File: config.mk
export PLATFORM = sky130hd
export DESIGN_NAME = bitserial_fifo
export DESIGN_NICKNAME = d
export VERILOG_FILES = /design/src/rtl/bitserial_fifo.sv
export SDC_FILE = /design/constraint.sdc
export NUM_CORES = 1
export LEC_CHECK = 0
export ABC_AREA = 0
export CORE_ASPECT_RATIO = 2
export CORE_UTILIZATION = 49
export DETAILED_ROUTE_END_ITERATION = 16
export GPL_TIMING_DRIVEN = 0
export PLACE_DENSITY = 0.71
export SYNTH_ARGS = -nofsm -noshare
export SYNTH_HDL_FRONTEND = slang
export SYNTH_SLANG_ARGS = --single-unit
File: constraint.sdc
create_clock -name clk -period 3.2 [get_ports clk]
set_input_delay 0.96 -clock clk [delete_from_list [all_inputs] [get_ports clk]]
set_output_delay 0.96 -clock clk [all_outputs]
set_load 0.02 [all_outputs]
File: src/rtl/bitserial_fifo.sv
// Synchronous FIFO of WIDTH parallel bit-serial lanes with occupancy count,
// sticky over/underflow flags and a registered group-ready (active) flag.
module bitserial_fifo #(
  parameter  int WIDTH  = 1,
  parameter  int DEPTH  = 16,
  parameter  int PREC_W = 4,
  localparam int AW     = $clog2(DEPTH)
) (
  input  logic              clk,
  input  logic              rst,
  input  logic              clr,
  input  logic              wr_en,
  input  logic [WIDTH-1:0]  din,
  input  logic              rd_en,
  input  logic [PREC_W-1:0] precision,
  output logic [WIDTH-1:0]  dout,
  output logic              dout_valid,
  output logic              full,
  output logic              empty,
  output logic [AW:0]       count,
  output logic              active,
  output logic              ovf,
  output logic              udf
);

  typedef enum logic {IDLE = 1'b0, READY = 1'b1} state_t;

  logic [DEPTH-1:0][WIDTH-1:0] mem;
  logic [AW-1:0]               wr_ptr, rd_ptr;
  logic [AW:0]                 cnt_nxt;
  logic                        rd_acc, wr_acc;
  state_t                      state_q, state_d;

  assign full   = (count == (AW+1)'(DEPTH));
  assign empty  = (count == '0);
  assign active = (state_q == READY);

  // Reads only see stored data; a full FIFO still takes a write if it is also read.
  assign rd_acc = rd_en & ~empty;
  assign wr_acc = wr_en & (~full | rd_acc);

  always_comb begin
    cnt_nxt = count;
    if (wr_acc && !rd_acc)      cnt_nxt = count + (AW+1)'(1);
    else if (rd_acc && !wr_acc) cnt_nxt = count - (AW+1)'(1);
  end

  always_ff @(posedge clk or negedge rst) begin
    if (!rst) begin
      mem        <= '0;
      wr_ptr     <= '0;
      rd_ptr     <= '0;
      count      <= '0;
      dout       <= '0;
      dout_valid <= 1'b0;
      ovf        <= 1'b0;
      udf        <= 1'b0;
    end else if (clr) begin
      wr_ptr     <= '0;
      rd_ptr     <= '0;
      count      <= '0;
      dout       <= '0;
      dout_valid <= 1'b0;
      ovf        <= 1'b0;
      udf        <= 1'b0;
    end else begin
      if (wr_acc) begin
        mem[wr_ptr] <= din;
        wr_ptr      <= wr_ptr + AW'(1);
      end
      if (rd_acc) begin
        dout   <= mem[rd_ptr];
        rd_ptr <= rd_ptr + AW'(1);
      end
      dout_valid <= rd_acc;
      count      <= cnt_nxt;
      if (wr_en && !wr_acc) ovf <= 1'b1;
      if (rd_en && empty)   udf <= 1'b1;
    end
  end

  always_ff @(posedge clk or negedge rst) begin
    if (!rst) state_q <= IDLE;
    else      state_q <= state_d;
  end

  // Threshold is judged on the post-update count; precision beyond DEPTH never trips.
  always_comb begin
    state_d = state_q;
    if (clr) state_d = IDLE;
    else begin
      case (state_q)
        IDLE:    if (precision != '0 && 32'(precision) <= 32'(cnt_nxt)) state_d = READY;
        READY:   if (cnt_nxt == '0) state_d = IDLE;
        default: state_d = IDLE;
      endcase
    end
  end

endmodule
## Word level (Yosys, flattened, before mapping)

Index checks and enable logic that the tools add are counted.

| operators by class | value |
|---|---|
| equality and inequality tests | 1 |
| shifts and indexed selects | 0 |
| reduce and logical (&&, ||, !) cells | 16 |
| bitwise logic cells | 7 |
| muxes and demuxes | 23 |
| magnitude comparators | 4 |
| divide/modulo/power cells | 0 |
| multiply operators | 0 |
| $add $sub $neg | 4 |

Operators with widths:

| operator | count |
|---|---|
| $bwmux W16 | 1 |
| $mux W4 | 4 |
| $mux W5 | 3 |
| $mux W1 | 12 |
| $logic_not A5 Y1 | 2 |
| $lt A4 B5 Y1 const B | 2 |
| $add A4 B1 Y4 const B | 2 |
| $reduce_bool A2 Y1 | 4 |
| $logic_and A1 B1 Y1 | 6 |
| $add A5 B1 Y5 const B | 1 |
| $eq A5 B5 Y1 const B | 1 |
| $le A4 B5 Y1 | 1 |
| $sub A5 B1 Y5 const B | 1 |
| $bmux W1 S4 | 1 |
| $demux W1 S4 | 1 |
| $ge A4 B1 Y1 const B | 1 |
| $not A1 Y1 | 4 |
| $reduce_bool A4 Y1 | 1 |
| $and A1 B1 Y1 | 2 |
| $logic_not A1 Y1 | 2 |
| $pmux W1 S2 | 1 |
| $reduce_and A2 Y1 | 1 |
| $or A1 B1 Y1 | 1 |

| storage, ports and cells | value |
|---|---|
| memory bits (writable) | 0 |
| memories kept | 0 |
| register bits after elaboration | 34 |
| output and inout bits | 12 |
| word-level logic and storage cells | 79 |
| memory bits (read-only) | 0 |
| bits in latches | 0 |
| bits of input ports | 10 |

## Longest topological paths before layout

| depth | value |
|---|---|
| word-level depth | 14 |
| mapped depth | 14 |

## Least setup slack after synthesis

OpenSTA, ideal clock, no wires.

| timing | value |
|---|---|
| path type | reg-to-reg |
| start | reg count[0] |
| end | reg state_q, in the netlist active |
| setup slack | 0.366 ns |
| cell stages (with the launch flop) | 14 |
| required time | 3.108 ns |
| setup time | 0.092 ns |
| arrival | 2.743 ns |
| clock period less this slack | 2.834 ns |
| path through | dfrtp_1 -> clkbuf_1 -> inv_1 -> ha_1 -> or3b_1 -> a211oi_2 -> mux2i_1 -> o31ai_1 -> ha_1 -> nor2b_1 -> o21a_1 -> o21ai_0 -> a21oi_1 -> o31ai_2 |

| on the way | value |
|---|---|
| word-level cells in the longest chain between the ends | 14 |
| elaborated cells on any way between the ends | 22 |

RTL lines:

| what | line | RTL |
|---|---|---|
| start: declaration | 20 | `output logic [AW:0] count,` |
| start signal: assignment | 76 | `count <= cnt_nxt;` |
| $logic_not A5 Y1 | 35 | `assign empty = (count == '0);` |
| $not A1 Y1 | 39 | `assign rd_acc = rd_en & ~empty;` |
| $and A1 B1 Y1 | 39 |  |
| $or A1 B1 Y1 | 40 | `assign wr_acc = wr_en & (~full \| rd_acc);` |
| $and A1 B1 Y1 | 40 |  |
| $logic_not A1 Y1 | 45 | `else if (rd_acc && !wr_acc) cnt_nxt = count - (AW+1)'(1);` |
| $logic_and A1 B1 Y1 | 45 |  |
| $mux W5 | 45 |  |
| $mux W5 * | 44 | `if (wr_acc && !rd_acc) cnt_nxt = count + (AW+1)'(1);` |
| $le A4 B5 Y1 | 93 | `IDLE: if (precision != '0 && 32'(precision) <= 32'(cnt_nxt)) state_d = READY;` |
| $logic_and A1 B1 Y1 | 93 |  |
| $mux W1 | 93 |  |
| $pmux W1 S2 * | 92 | `case (state_q)` |
| $mux W1 * | 90 | `if (clr) state_d = IDLE;` |
| named net state_d | 32 | `state_t state_q, state_d;` |
| end signal: assignment | 84 | `else state_q <= state_d;` |
| end: declaration | 32 |  |

Mark *: on every way through the listed nets, which the timed path passes. The rest lies on a longest branch.
A chain may end at the register's enable or synchronous reset.

## Worst setup path in the final report

| timing | value |
|---|---|
| start | reg count[0] |
| end | out full |

| on the way | value |
|---|---|
| word-level cells in the longest chain between the ends | 1 |

RTL lines:

| what | line | RTL |
|---|---|---|
| $eq A5 B5 Y1 | 34 | `assign full = (count == (AW+1)'(DEPTH));` |
| end: declaration | 18 | `output logic full,` |

No other way between the ends.

==> qor.tcl <==
set qor(viasPerCell) 5.95
set qor(place.gp.congestion) 0.890
set qor(area_of_the_core_region_um2) 3880
set qor(synth.net_count) 214
set qor(yosysSeqAreaShare) 0.422
set qor(grt_util_all_layers) 0.239
set qor(number_of_enable_flip_flop_cells_after_synthesis) 0
set qor(routed_wl_um) 4540
set qor(holdCritPathClass) {register to register}
set qor(cts_made_buffers) 5
set qor(power_leakage_nw) 1.08
set qor(drv_slew) 0
set qor(drc) 0
set qor(hold-path-endpoint) {mem[10]}
set qor(detailedRoute.firstPassIterationCount) 4
set qor(drv_cap) 0
set qor(final_net_count) 239
set qor(fp.dieW_um) 47.4
set qor(synth_async_sr_flop_share) 1.00
set qor(ys_dominant_reg_cell) {sky130_fd_sc_hd__dfrtp_1}
set qor(fin_crit_ns) 3.07
set qor(timing.setup.tns_ns) 0
set qor(timing.critical_path.fanout_max) 10
set qor(floorplan.die_area_um2) 4390
set qor(yosys_warnings) 0
set qor(post_cts_hold_buffer_count) 0
set qor(timing.final.hold_violations) 0
set qor(dp.final_hpwl_um) 3450
set qor(htree_levels) 2
set qor(syn_avg_cell_area_um2) 10.5
set qor(min-delay-start) {mem[10]}
set qor(status) {complete, no violations}
set qor(timing.hold.ws_ns) 0.480
set qor(timing.reg2reg.setup_slack_ns) 0.29
set qor(worst_setup_path_end_kind) {output pin}
set qor(initial_utilization) 0.519
set qor(fin_worst_skew_ns) 0.0118
set qor(mostFrequentLayoutCell) {sky130_fd_sc_hd__dfrtp_1}
set qor(worst-setup-path-type) {register to output pin}
set qor(r2r_start) {count[0]}
set qor(detailedRoute.firstIterationViolations) 13
set qor(detailroute.via_count) 1600
set qor(totalPowerFinal_mw) 1.79
set qor(antenna_found_initial) 0
set qor(final_setup_violation_count) 0
set qor(layout-drive-gt1-share) 0.142
set qor(worst_r2r_path_depth) 12
set qor(f_max_ghz) 0.326
set qor(clkSlewWorstSetupHoldPaths_ns) 0.07
set qor(top_level_port_count) 22
set qor(worstReg2RegEnd) {active}
set qor(final_design_area_no_fill_um2) 2390
set qor(area_delta_synth_final_pct) 18.7
set qor(grt_pass1_vias) 1676
set qor(gr-total-overflow) 0
set qor(netlist-cell-type-count) 51
set qor(worst_ep_required_time_ns) 2.24
set qor(rsz_0062_raised_after_global_routing) {no}
set qor(cts.sinks) 34
set qor(power_density_nw_per_um2) 749
set qor(tritoncts) {built}
set qor(clockRootBuffer) {sky130_fd_sc_hd__clkbuf_8}
set qor(multi_input_comb_area_um2) 1090
set qor(max_slew.worst_pin.slew_ns) 0.761
set qor(post_synth_inst_count) 192
set qor(vdd_ir_drop_max_mv) 0.470
set qor(timing.slew.headroom) 0.493
set qor(grt_start_max_net_pins) 35
set qor(ys_ff_latch) 34
set qor(die_h_um) 92.7
set qor(port_buffers) 20
set qor(drt-wirelength-per-cell_um) 16.9
set qor(worstSkewPairLatency_ns) 0.29
set qor(synth_area_um2) 2020
set qor(rows) 32
set qor(n_antenna_cell) 0
set qor(area.sequential_um2) 851
set qor(holdPathStages) 1
set qor(clockBufferDepth) 2
set qor(postPlaceCellArea_um2) 2270
set qor(global_route_wire_length_before_repair_um) 7430
set qor(final_min_period_over_clock_period) 0.958
set qor(nFillCells) 345
set qor(worst_ep_arrival_time_ns) 2.11
set qor(post_cts_buffers) 0
set qor(route.antenna.remaining_nets) 0
set qor(critPathLaunchType) {register}
set qor(layout_common_cells) {sky130_fd_sc_hd__dfrtp_1, sky130_fd_sc_hd__nor2_1, sky130_fd_sc_hd__clkdlybuf4s50_1, sky130_fd_sc_hd__nand2_1, sky130_fd_sc_hd__ha_1}
[power by group]
group | leakage [nW] | internal [mW] | total (mW) | switching, mW
Sequential | 0.461 | 0.503 | 0.597 | 0.0941
Clock | 0.0504 | 0.232 | 0.393 | 0.162
Combinational | 0.567 | 0.369 | 0.802 | 0.433
[area by class of cell]
type / count / area share
Sequential cell: 34 / 0.355
Clock inverter: 3 / 0.0188
Clock buffer: 5 / 0.0288
Timing Repair Buffer: 20 / 0.0821
Inverter: 11 / 0.0193
Multi-Input combinational cell: 138 / 0.456
Tap cell: 51 / 0.0267
Buffer: 7 / 0.0131
[worst max path at each step]
| stage | startpoint | to | slack [ns] | depth (start not counted) |
|---|---|---|---|---|
| 6_report | count[0] | full | 0.13 | 4 |
| 5_1_grt | rd_en | active | 0.04 | 10 |
| 4_1_cts | rd_en | active | 0.01 | 10 |
| 3_5_place_dp | rd_en | active | -0.27 | 10 |
| 3_3_place_gp | rd_en | active | -0.27 | 10 |
| 2_1_floorplan | count[0] | active | 0.37 | 13 |
[cell usage after synthesis (2+ instances only)]
library cell | number | area [µm²]
sky130_fd_sc_hd__a21oi_1 | 4 | 20.0
sky130_fd_sc_hd__and3_1 | 3 | 18.8
sky130_fd_sc_hd__clkbuf_1 | 8 | 30.0
sky130_fd_sc_hd__dfrtp_1 | 34 | 851
sky130_fd_sc_hd__ha_1 | 12 | 150
sky130_fd_sc_hd__inv_1 | 10 | 37.5
sky130_fd_sc_hd__mux2_1 | 10 | 113
sky130_fd_sc_hd__mux2_2 | 6 | 67.6
sky130_fd_sc_hd__mux2i_1 | 2 | 20.0
sky130_fd_sc_hd__mux4_2 | 5 | 113
sky130_fd_sc_hd__nand2_1 | 14 | 52.6
sky130_fd_sc_hd__nand2b_1 | 2 | 12.5
sky130_fd_sc_hd__nand3b_1 | 2 | 15.0
sky130_fd_sc_hd__nand4_1 | 3 | 18.8
sky130_fd_sc_hd__nor2_1 | 27 | 101
sky130_fd_sc_hd__nor2b_1 | 2 | 12.5
sky130_fd_sc_hd__nor3_1 | 6 | 30.0
sky130_fd_sc_hd__nor4_1 | 2 | 12.5
sky130_fd_sc_hd__o21ai_0 | 3 | 15.0
sky130_fd_sc_hd__xnor2_1 | 3 | 26.3
sky130_fd_sc_hd__xor2_1 | 4 | 35.0
[through the flow]
stage               utilization  worst slack (ns)  cells
finish                    0.616             0.135    269
global route              0.616            0.0391    269
CTS                       0.615            0.0147    271
detailed placement        0.586            -0.271    263
global placement          0.587            -0.272    263
floorplan                     -             0.366    192
[registers in the layout, summed over array words and instances (netlist names)]
signal / cells
active: 1
count: 5
dout: 1
dout_valid: 1
mem: 16
ovf: 1
rd_ptr: 4
udf: 1
wr_ptr: 4
[per-layer routing]
metal | up-vias | track usage | routed length, µm
li1 | 734 | - | -
met1 | 809 | 0.253 | 1710
met2 | 40 | 0.417 | 2560
met3 | 17 | 0.0429 | 112
met4 | 0 | 0.121 | 163
met5 | - | 0 | 0
[worst max-delay path, cell delays in order (launching register included)]
cell and delay (ns):
sky130_fd_sc_hd__dfrtp_1 0.51, sky130_fd_sc_hd__inv_1 0.14, sky130_fd_sc_hd__ha_1 0.19, sky130_fd_sc_hd__and4bb_2 0.35
sky130_fd_sc_hd__clkdlybuf4s50_1 0.64
[logic make-up (layout without fill, tap and decap cells)]
group	after synthesis	count (layout)	synth area share
and+or+nand+nor	72	72	0.185
DFF	34	34	0.422
AOI/OAI and AO/OA	24	24	0.0913
muxes	23	23	0.155
buffers and inverters	20	46	0.0416
adders and majority gates	12	12	0.0745
xor gates and xnor gates	7	7	0.0304
[timing repair]
item | 4_1_cts | 5_1_grt
setup endpoints to repair | 1 | 3
gates resized for setup | 1 | 5
gates cloned | 0 | 0
No activity file was read; power rests on OpenSTA's default activity.
